$ cat src/rtl/mult_datapath.sv
// mult_datapath: shift-add multiplier datapath executing load/store/shift micro-ops from the sequencer
module mult_datapath #(
  parameter int         WIDTH    = 32,
  parameter logic [5:0] ADD_CODE = 6'd27
) (
  input  logic               clk,
  input  logic               reset,
  input  logic               wrctrl,
  input  logic               strctrl,
  input  logic [5:0]         addctrl,
  input  logic               ready,
  input  logic [WIDTH-1:0]   multiplicand_in,
  input  logic [WIDTH-1:0]   multiplier_in,
  output logic               lsb,
  output logic [2*WIDTH-1:0] product,
  output logic               product_valid
);
  logic [WIDTH-1:0]   mcand_q, mcand_d;
  logic [2*WIDTH-1:0] prod_q, prod_d;
  logic               carry_q, carry_d, pend_q, pend_d, ready_q;
  logic [5:0]         shift_cnt_q, shift_cnt_d;
  logic [WIDTH:0]     alu;
  // Pass keeps the upper half and forces the carry-in of the next shift to zero
  assign alu = (addctrl == ADD_CODE) ? {1'b0, prod_q[2*WIDTH-1:WIDTH]} + {1'b0, mcand_q}
                                     : {1'b0, prod_q[2*WIDTH-1:WIDTH]};
  assign lsb = prod_q[0];
  always_comb begin
    mcand_d     = mcand_q;
    prod_d      = prod_q;
    carry_d     = carry_q;
    pend_d      = pend_q;
    shift_cnt_d = shift_cnt_q;
    if (wrctrl) begin
      mcand_d     = multiplicand_in;
      prod_d      = {{WIDTH{1'b0}}, multiplier_in};
      carry_d     = 1'b0;
      pend_d      = 1'b0;
      shift_cnt_d = '0;
    end else if (strctrl) begin
      {carry_d, prod_d[2*WIDTH-1:WIDTH]} = alu;
      pend_d = 1'b1;
    end else if (pend_q) begin
      prod_d      = {carry_q, prod_q[2*WIDTH-1:1]};
      carry_d     = 1'b0;
      pend_d      = 1'b0;
      shift_cnt_d = (shift_cnt_q == 6'(WIDTH)) ? shift_cnt_q : shift_cnt_q + 6'd1;
    end
  end
  always_ff @(posedge clk or negedge reset) begin
    if (!reset) begin
      mcand_q       <= '0;
      prod_q        <= '0;
      carry_q       <= 1'b0;
      pend_q        <= 1'b0;
      ready_q       <= 1'b0;
      shift_cnt_q   <= '0;
      product       <= '0;
      product_valid <= 1'b0;
    end else begin
      mcand_q       <= mcand_d;
      prod_q        <= prod_d;
      carry_q       <= carry_d;
      pend_q        <= pend_d;
      shift_cnt_q   <= shift_cnt_d;
      ready_q       <= ready;
      product_valid <= ready && !ready_q;
      if (ready && !ready_q) product <= prod_q;
    end
  end
endmodule

$ cat config.mk
export PLATFORM = sky130hd
export DESIGN_NAME = mult_datapath
export DESIGN_NICKNAME = d
export VERILOG_FILES = /design/src/rtl/mult_datapath.sv
export SDC_FILE = /design/constraint.sdc
export NUM_CORES = 1
export LEC_CHECK = 0
export ABC_AREA = 1
export CORE_MARGIN = 2
export CORE_UTILIZATION = 35
export DETAILED_ROUTE_END_ITERATION = 8
export SLEW_MARGIN = 30
export SYNTH_ARGS = -nofsm -noshare
export SYNTH_HDL_FRONTEND = slang
export SYNTH_SLANG_ARGS = --single-unit
$ cat constraint.sdc
create_clock -name clk -period 3.6 [get_ports clk]
set_input_delay 0.72 -clock clk [delete_from_list [all_inputs] [get_ports clk]]
set_output_delay 0.72 -clock clk [all_outputs]
set_load 0.01 [all_outputs]
# Word level (Yosys, flattened, before mapping)
# Index checks and enable logic that the tools add are counted.
[word_totals] ff_bits=164 out_inout_bits=66
[classes] n_mux=10 n_eq_ne=3 add_sub_neg=1 reduce_logical=6
[ops] operator="64-bit 2-to-1 mux" count=2
[ops] operator="32-bit 2-to-1 mux" count=2
[ops] operator="32-bit by 32-bit adder with 33-bit output" count=1
[ops] operator="33-bit 2-to-1 mux" count=1
[ops] operator="6-bit by 5-bit == test with 1-bit output, second input constant" count=1
[ops] operator="1-bit 2-to-1 mux" count=5
[ops] operator="2-bit AND reduction" count=2
[ops] operator="3-bit by 2-bit inequality test with 1-bit output, second input constant" count=1
[ops] operator="3-bit nonzero test" count=1
[ops] operator="2-bit inequality test, second input constant" count=1
[ops] operator="2-bit nonzero test" count=1
[ops] operator="1-bit logical AND" count=1
[ops] operator="1-bit logical NOT" count=1

# Logic depth before layout (Yosys ltp)
# Gate-level depths: netlist of the first run.
[logic_depth] word_depth=4 mapped_depth=15 ltp_nobuf=15

# Worst setup path after synthesis of the first run
# Ideal clock, no wire load.
[synth_path] path_kind="reg2reg" startpoint="register mcand_q[0]" endpoint="register prod_q[52]" path_slack_ps=1734 path_buffers=0 synth_period_minus_slack_ps=1866 t_required_ps=3484 arrival_time_ps=1749 path_stages_with_launch=16 path_cell_list="dfrtp_1 > ha_1 > inv_1 > fa_1 > inv_1 > nand3_1 > nand3_1 > nand2_1 > nand3_1 > nand2_1 > nand2_1 > nand2_1 > nand3_1 > o21ai_0 > nand2_1 > nand2_1"
[synth_via] elab_chain_cells=4
[synth_rtl] item="start: declaration" line_no="18" source="logic [WIDTH-1:0] mcand_q, mcand_d;"
[synth_rtl] item="start signal: assignment" line_no="60" source="mcand_q <= mcand_d;"
[synth_rtl] item="32-bit by 32-bit adder with 33-bit output" line_no="24" source="assign alu = (addctrl == ADD_CODE) ? {1'b0, prod_q[2*WIDTH-1:WIDTH]} + {1'b0, mcand_q}"
[synth_rtl] item="33-bit 2-to-1 mux" line_no="24"
[synth_rtl] item="32-bit 2-to-1 mux" line_no="39" source="end else if (strctrl) begin"
[synth_rtl] item="64-bit 2-to-1 mux" line_no="33" source="if (wrctrl) begin"
[synth_rtl] item="end signal: assignment" line_no="61" source="prod_q <= prod_d;"
[synth_rtl] item="end: declaration" line_no="19" source="logic [2*WIDTH-1:0] prod_q, prod_d;"
# No other way between the ends. The select of a mux whose other input is x is not followed.
# A chain may end at the register's enable or synchronous reset.

# Final worst setup path of the first run
[layout_path] startpoint="register mcand_q[0]" endpoint="register prod_q[60]"
# Same word-level chain as after synthesis.

==> results.toml, run 1 <==
[run_status]
status = "finished clean"

[critical_path]
r2r_slack_ns = 1.17
cp-end-kind = "flip-flop"
path_cells = "ha_1 -> inv_1 -> fa_1 -> inv_1 -> nand3_1 -> nand3_1 -> nand2_1 -> nand3_1 -> nand2_1 -> nand2_1 -> nand2_1 -> nand3_1 -> nand2_1 -> nand2_1 -> nand2_1"
start_kind = "flip-flop"
critPathMaxFanout = 4
crit_path_frequent_cell = "nand2_1"
crit_path_top_delay_cell = "fa_1"
cp_top_family = "simple AND/OR/NAND/NOR gates"
cp_num_buf_inv = 2
endpoint = "prod_q[60]"
path_class = "reg2reg"
r2r_end = "prod_q[60]"
worstSetupPathDepth = 15
r2r.worst_path.cells = 15
cpPeakStageDelay_ns = 0.39
startpoint = "mcand_q[0]"
r2r_start = "mcand_q[0]"
worstPathRequired_ns = 3.92
cp.arrival_ns = 2.75

[power]
power_frac_comb_pct = 16.2
p_seq_share_pct = 44.8
p_clk_share_pct = 39.1
internal_power_uw = 3265
p_per_area_nw_per_um2 = 405.6
peakVddDrop_mv = 0.2988
power_switching_uw = 1384
sw_frac_of_total_pct = 29.77
leakage_uw = 0.005962

[clocking]
path_clk_slew_ns = 0.08
post_cts_buffers = 0
cts_tree = "done"
h-tree-depth = 4
cts_made_buffers = 17
holdBufCountCts = 0
post_cts_resized = 0
cts.path.max_buffers = 2
cts_sinks = 164
clockRootBuffer = "clkbuf_16"
clkLatencyLatePin_ns = 0.43

[timing]
rsz0062_at_grt = "no"
fin_skew_ns = 0.01108
min_period_ns = 2.431
slew_headroom_pct = 53.77
finalHoldViolCount = 0
max_freq_mhz = 411.3
drv_slew = 0
setup-tns-final_ns = 0
setup-violations-final = 0
finalCritPeriodShare_pct = 67.54
worst_pin_slew_ns = 0.6935

[hold_path]
hold_path.class = "in2async"

[global_route]
track_usage_pct = 19.53
grt_use_met3_pct = 2.498
gr-max-usage-layer = "met2"
grt_max_degree = 76
grt_pass1_vias = 7990
grt_overflow_total = 0
grt.met2_usage_pct = 32.84
globalRouteMet1Util_pct = 26.11
antenna_found_initial = 0
grt_first_pass_wirelength_mm = 41.26

[placed_design]
place_congestion = 0.9151
port_buffers = 140
hpwl_mm = 18.78

[synthesis]
async_flop_share_pct = 100.0
synth_edf_count = 0
synth_flop_cell = "dfrtp_1"
yosysSeqAreaShare_pct = 45.12
synth_cell_types = 31
syn_nets = 1384
synth_warnings = 0
synth_cells = 1276
ys_ff_latch = 164
syn_area_um2 = 9095
syn_area_per_cell_um2 = 7.128

[floorplanning]
num_io_pins = 141
num_rows = 59
placeableCoreArea_um2 = 25760
dieArea_um2 = 27290
die_y_um = 165.2
start_util_pct = 35.30
die_w_um = 165.2

[route]
route.detailed.drc = 0
detail_route.iter0.violations = 601
ant_nets = 0
vias = 8158
avgRoutedWirePerCell_um = 14.53
firstDrtPassIters = 5
vias_per_cell = 4.654
finalWirelength_mm = 25.47

[layout]
utilization_pct = 44.49
antenna_cells = 0
mostFrequentLayoutCell = "nand2_1"
drive_above_1_share_pct = 3.949
num-nets-final = 1513
final_cell_mix = "nand2_1, inv_1, dfrtp_1, clkdlybuf4s50_1, o21ai_0"
area_delta_synth_final_pct = 26.03

[run]
drv_cap = 0
[power groups by stage]
stage	sequential [µW]	combinational, µW	clock (µW)
CTS	2080	765	1860
global route	2100	853	1930
detailed placement	2120	761	0
finish	2080	753	1820
global placement	2110	745	0
floorplan	2130	348	0
[cell usage after synthesis, types with 4 or more instances]
master	n	area (µm²)
nand2_1	543	2038
inv_1	179	671.9
dfrtp_1	164	4104
o21ai_0	114	570.6
nand3_1	47	235.2
nor2_1	45	168.9
ha_1	32	400.4
o211ai_1	32	240.2
a21oi_1	29	145.1
clkbuf_1	27	101.4
o21ai_1	13	65.06
buf_2	9	45.04
nor3_1	7	35.03
o22ai_1	6	37.54
buf_1	4	15.01
nand4_1	4	25.02
[stage by stage]
stage | hold WS [ns] | total power, µW | setup slack (ns) | instance area (µm²) | instances
floorplan | 0.4244 | 2481 | 1.734 | 9095 | 1276
global placement | 0.4550 | 2858 | 0.8915 | 10850 | 1720
detailed placement | 0.4570 | 2876 | 0.8322 | 10880 | 1721
CTS | 0.3115 | 4709 | 1.183 | 11460 | 1753
global route | 0.3446 | 4884 | 0.9430 | 11460 | 1753
finish | 0.2887 | 4649 | 1.169 | 11460 | 1753
[final cells by class]
class                           instances  area [µm²]
Fill cell                            2634       14300
Multi-Input combinational cell        886        4108
Inverter                              182       686.9
Clock buffer                           17       425.4
Clock inverter                         15       158.9
Timing Repair Buffer                  154        1560
Tap cell                              335       419.2
Sequential cell                       164        4104
[cell families after synthesis]
logic type | count (synthesis) | synth area share [%]
AND/OR/NAND/NOR | 654 | 28.34
adder cells (fa/ha/maj) | 33 | 4.622
buffers and inverters | 226 | 9.767
flip-flops | 164 | 45.12
AO/OA/AOI/OAI | 199 | 12.15
[flip-flops by register name, summed over array words and instances (netlist names)]
signal	cells
ready_q	1
prod_q	64
product	64
mcand_q	32
pend_q	1
carry_q	1
product_valid	1
[how the worst min path moves through the flow]
stage	slack, ns	to	cells past startpoint
global route	0.34	product[8]	1
CTS	0.31	product[10]	1
detailed placement	0.46	product[63]	2
finish	0.29	product[8]	1
global placement	0.45	product[63]	2
floorplan	0.42	carry_q	0
[worst register-to-register path: cells and delay by family, from the launching register on]
family | cells | cell delay (ns)
flops | 1 | 0.38
simple gates | 11 | 1.11
buf+inv | 2 | 0.21
fa+ha+maj | 2 | 0.63
[routing by layer]
layer  vias to the layer above  wire, µm
li1                       4251         -
met2                       147     12190
met3                        26       876
met4                         0       486
met1                      3734     11910
met5                         -         0
Power figures use the tool's default switching activity.
==> inputs of run 2 (changes only) <==
Clock period 3.6 ns to 2.4 ns, I/O delays scaled along.
==> run 2 against run 1 <==
Clock skew down 0.00052 ns. Count of clock-buffer cells in the layout unchanged. Routed wire length down 1.3%. Highest routed layer unchanged. Largest power group unchanged. Critical path type unchanged. First-iteration DRC count down 22%. Utilization up 0.66 points. Worst setup slack worse by 0.98 ns.
==> results.toml, run 2 (synthesis gave the netlist of run 1 again) <==
[run_status]
status = "finished clean"

[layout]
area_delta_synth_final_pct = 27.89
multi_input_area_um2 = 4108
seq_area_um2 = 4104
finalInstanceArea_um2 = 11630
final_cell_mix = "nand2_1, inv_1, dfrtp_1, clkdlybuf4s50_1, o21ai_0"
drive_above_1_share_pct = 4.752
antenna_cells = 0
reg.largest.list = "prod_q: 64 flops, product: 64 flops, mcand_q: 32 flops"
num-nets-final = 1526
fill_cells = 2602
fin_cells = 1766
mostFrequentLayoutCell = "nand2_1"

[critical_path]
worstPathRequired_ns = 2.72
critPathMaxFanout = 4
cp-end-kind = "flip-flop"
cp.arrival_ns = 2.53
path_class = "reg2reg"
start_kind = "flip-flop"

[global_route]
grt.met2_usage_pct = 31.12
grt_first_pass_wirelength_mm = 41.03
antenna_found_initial = 0
globalRouteMet1Util_pct = 26.93
grt_overflow_total = 0
gr-max-usage-layer = "met2"
grt_pass1_vias = 7873
track_usage_pct = 19.27
grt_use_met3_pct = 3.247
grt_max_degree = 117

[timing]
finalHoldViolCount = 0
drv_slew = 0
fin_skew_ns = 0.01056
setup-tns-final_ns = 0
rsz0062_at_grt = "no"
slew_headroom_pct = 62.29
max_freq_mhz = 452.6
setup-violations-final = 0
finalCritPeriodShare_pct = 92.06
worst_pin_slew_ns = 0.5648
min_period_ns = 2.210
holdWs_ns = 0.4423

[floorplanning]
num_io_pins = 141
placeableCoreArea_um2 = 25760
num_rows = 59
dieArea_um2 = 27290
die_w_um = 165.2
start_util_pct = 35.30
die_y_um = 165.2

[route]
firstDrtPassIters = 5
ant_nets = 0
avgRoutedWirePerCell_um = 14.23
vias = 8181
detail_route.iter0.violations = 471
vias_per_cell = 4.633
finalWirelength_mm = 25.13
route.detailed.drc = 0

[power]
total_power_uw = 7005
leakage_uw = 0.006049
p_per_area_nw_per_um2 = 602.3
peakVddDrop_mv = 0.4249

[clocking]
h-tree-depth = 4
clkLatencyLatePin_ns = 0.43
cts_tree = "done"
post_cts_resized = 0
cts_sinks = 164
path_clk_slew_ns = 0.07
cts_made_buffers = 17
clockRootBuffer = "clkbuf_16"
cts.path.max_buffers = 2

[placed_design]
port_buffers = 140
placed_cell_area_um2 = 11040
place_inst = 1733
hpwl_mm = 18.70
place_congestion = 0.9520

[hold_path]
hold_path.class = "in2reg"

[run]
drv_cap = 0
[run 2: cell types whose count changed in the layout (fill, tap and decap cells not counted)]
cell           before  now
clkinv_4            2    4
clkinv_8            3    2
buf_16              1    0
inv_6               4    2
buf_12              3   10
buf_4              10   16
clkinv_2            2    1
inv_8               4    6
dlygate4sd3_1       0    1
[run 2: repair_timing]
| action | in CTS | in global routing |
|---|---|---|
| hold buffers | 1 | 0 |
| hold endpoints to repair | 15 | 0 |
| setup endpoints to repair | 0 | 0 |
| setup buffers | 0 | 0 |
[run 2: worst paths after layout]
check / from / to / slack (ns) / cells past startpoint
setup / recovery: mcand_q[0] / prod_q[60] / 0.19 / 15
hold / removal: wrctrl / mcand_q[31] / 0.44 / 3
hold reg to reg: product[63] / product[63] / 0.47 / 2
min in group asynchronous: reset / product[5] / 0.55 / 2
setup reg to reg: mcand_q[0] / prod_q[60] / 0.19 / 15
max in group asynchronous: reset / prod_q[60] / 1.14 / 3
[run 2: through the flow]
step | worst slack (ns) | util (%)
3_3_place_gp | 0.1833 | 42.83
6_report | 0.1905 | 45.15
4_1_cts | 0.2180 | 45.15
3_5_place_dp | 0.1762 | 42.83
5_1_grt | 0.007774 | 45.15
2_1_floorplan | 0.5344 | -
[run 2: metal layers]
metal / up-vias / wire (µm)
met5: - / 0
met4: 0 / 401
met3: 28 / 783
met2: 124 / 11770
met1: 3763 / 12180
li1: 4266 / -
[run 2: area by class of cell]
class                           count  area share (%)
Clock buffer                       17           3.657
Clock inverter                     15           1.377
Inverter                          182           5.906
Multi-Input combinational cell    886           35.32
Sequential cell                   164           35.28
Tap cell                          335           3.604
Timing Repair Buffer              167           14.86
[run 2: where the power goes]
group | switching, µW | internal [µW] | leakage (µW)
clock network | 1330 | 1400 | 0.000285
logic | 636 | 525 | 0.00364
registers | 114 | 3000 | 0.00212
total | 2080 | 4930 | 0.00605
[run 2: critical path, cell delays in order (launching register included)]
cell and delay (ns):
dfrtp_1 0.36, ha_1 0.21, inv_1 0.07, fa_1 0.38, inv_1 0.08, nand3_1 0.06, nand3_1 0.15, nand2_1 0.08
nand3_1 0.20, nand2_1 0.15, nand2_1 0.11, nand2_1 0.05, nand3_1 0.06, nand2_1 0.05, nand2_1 0.05, nand2_1 0.04
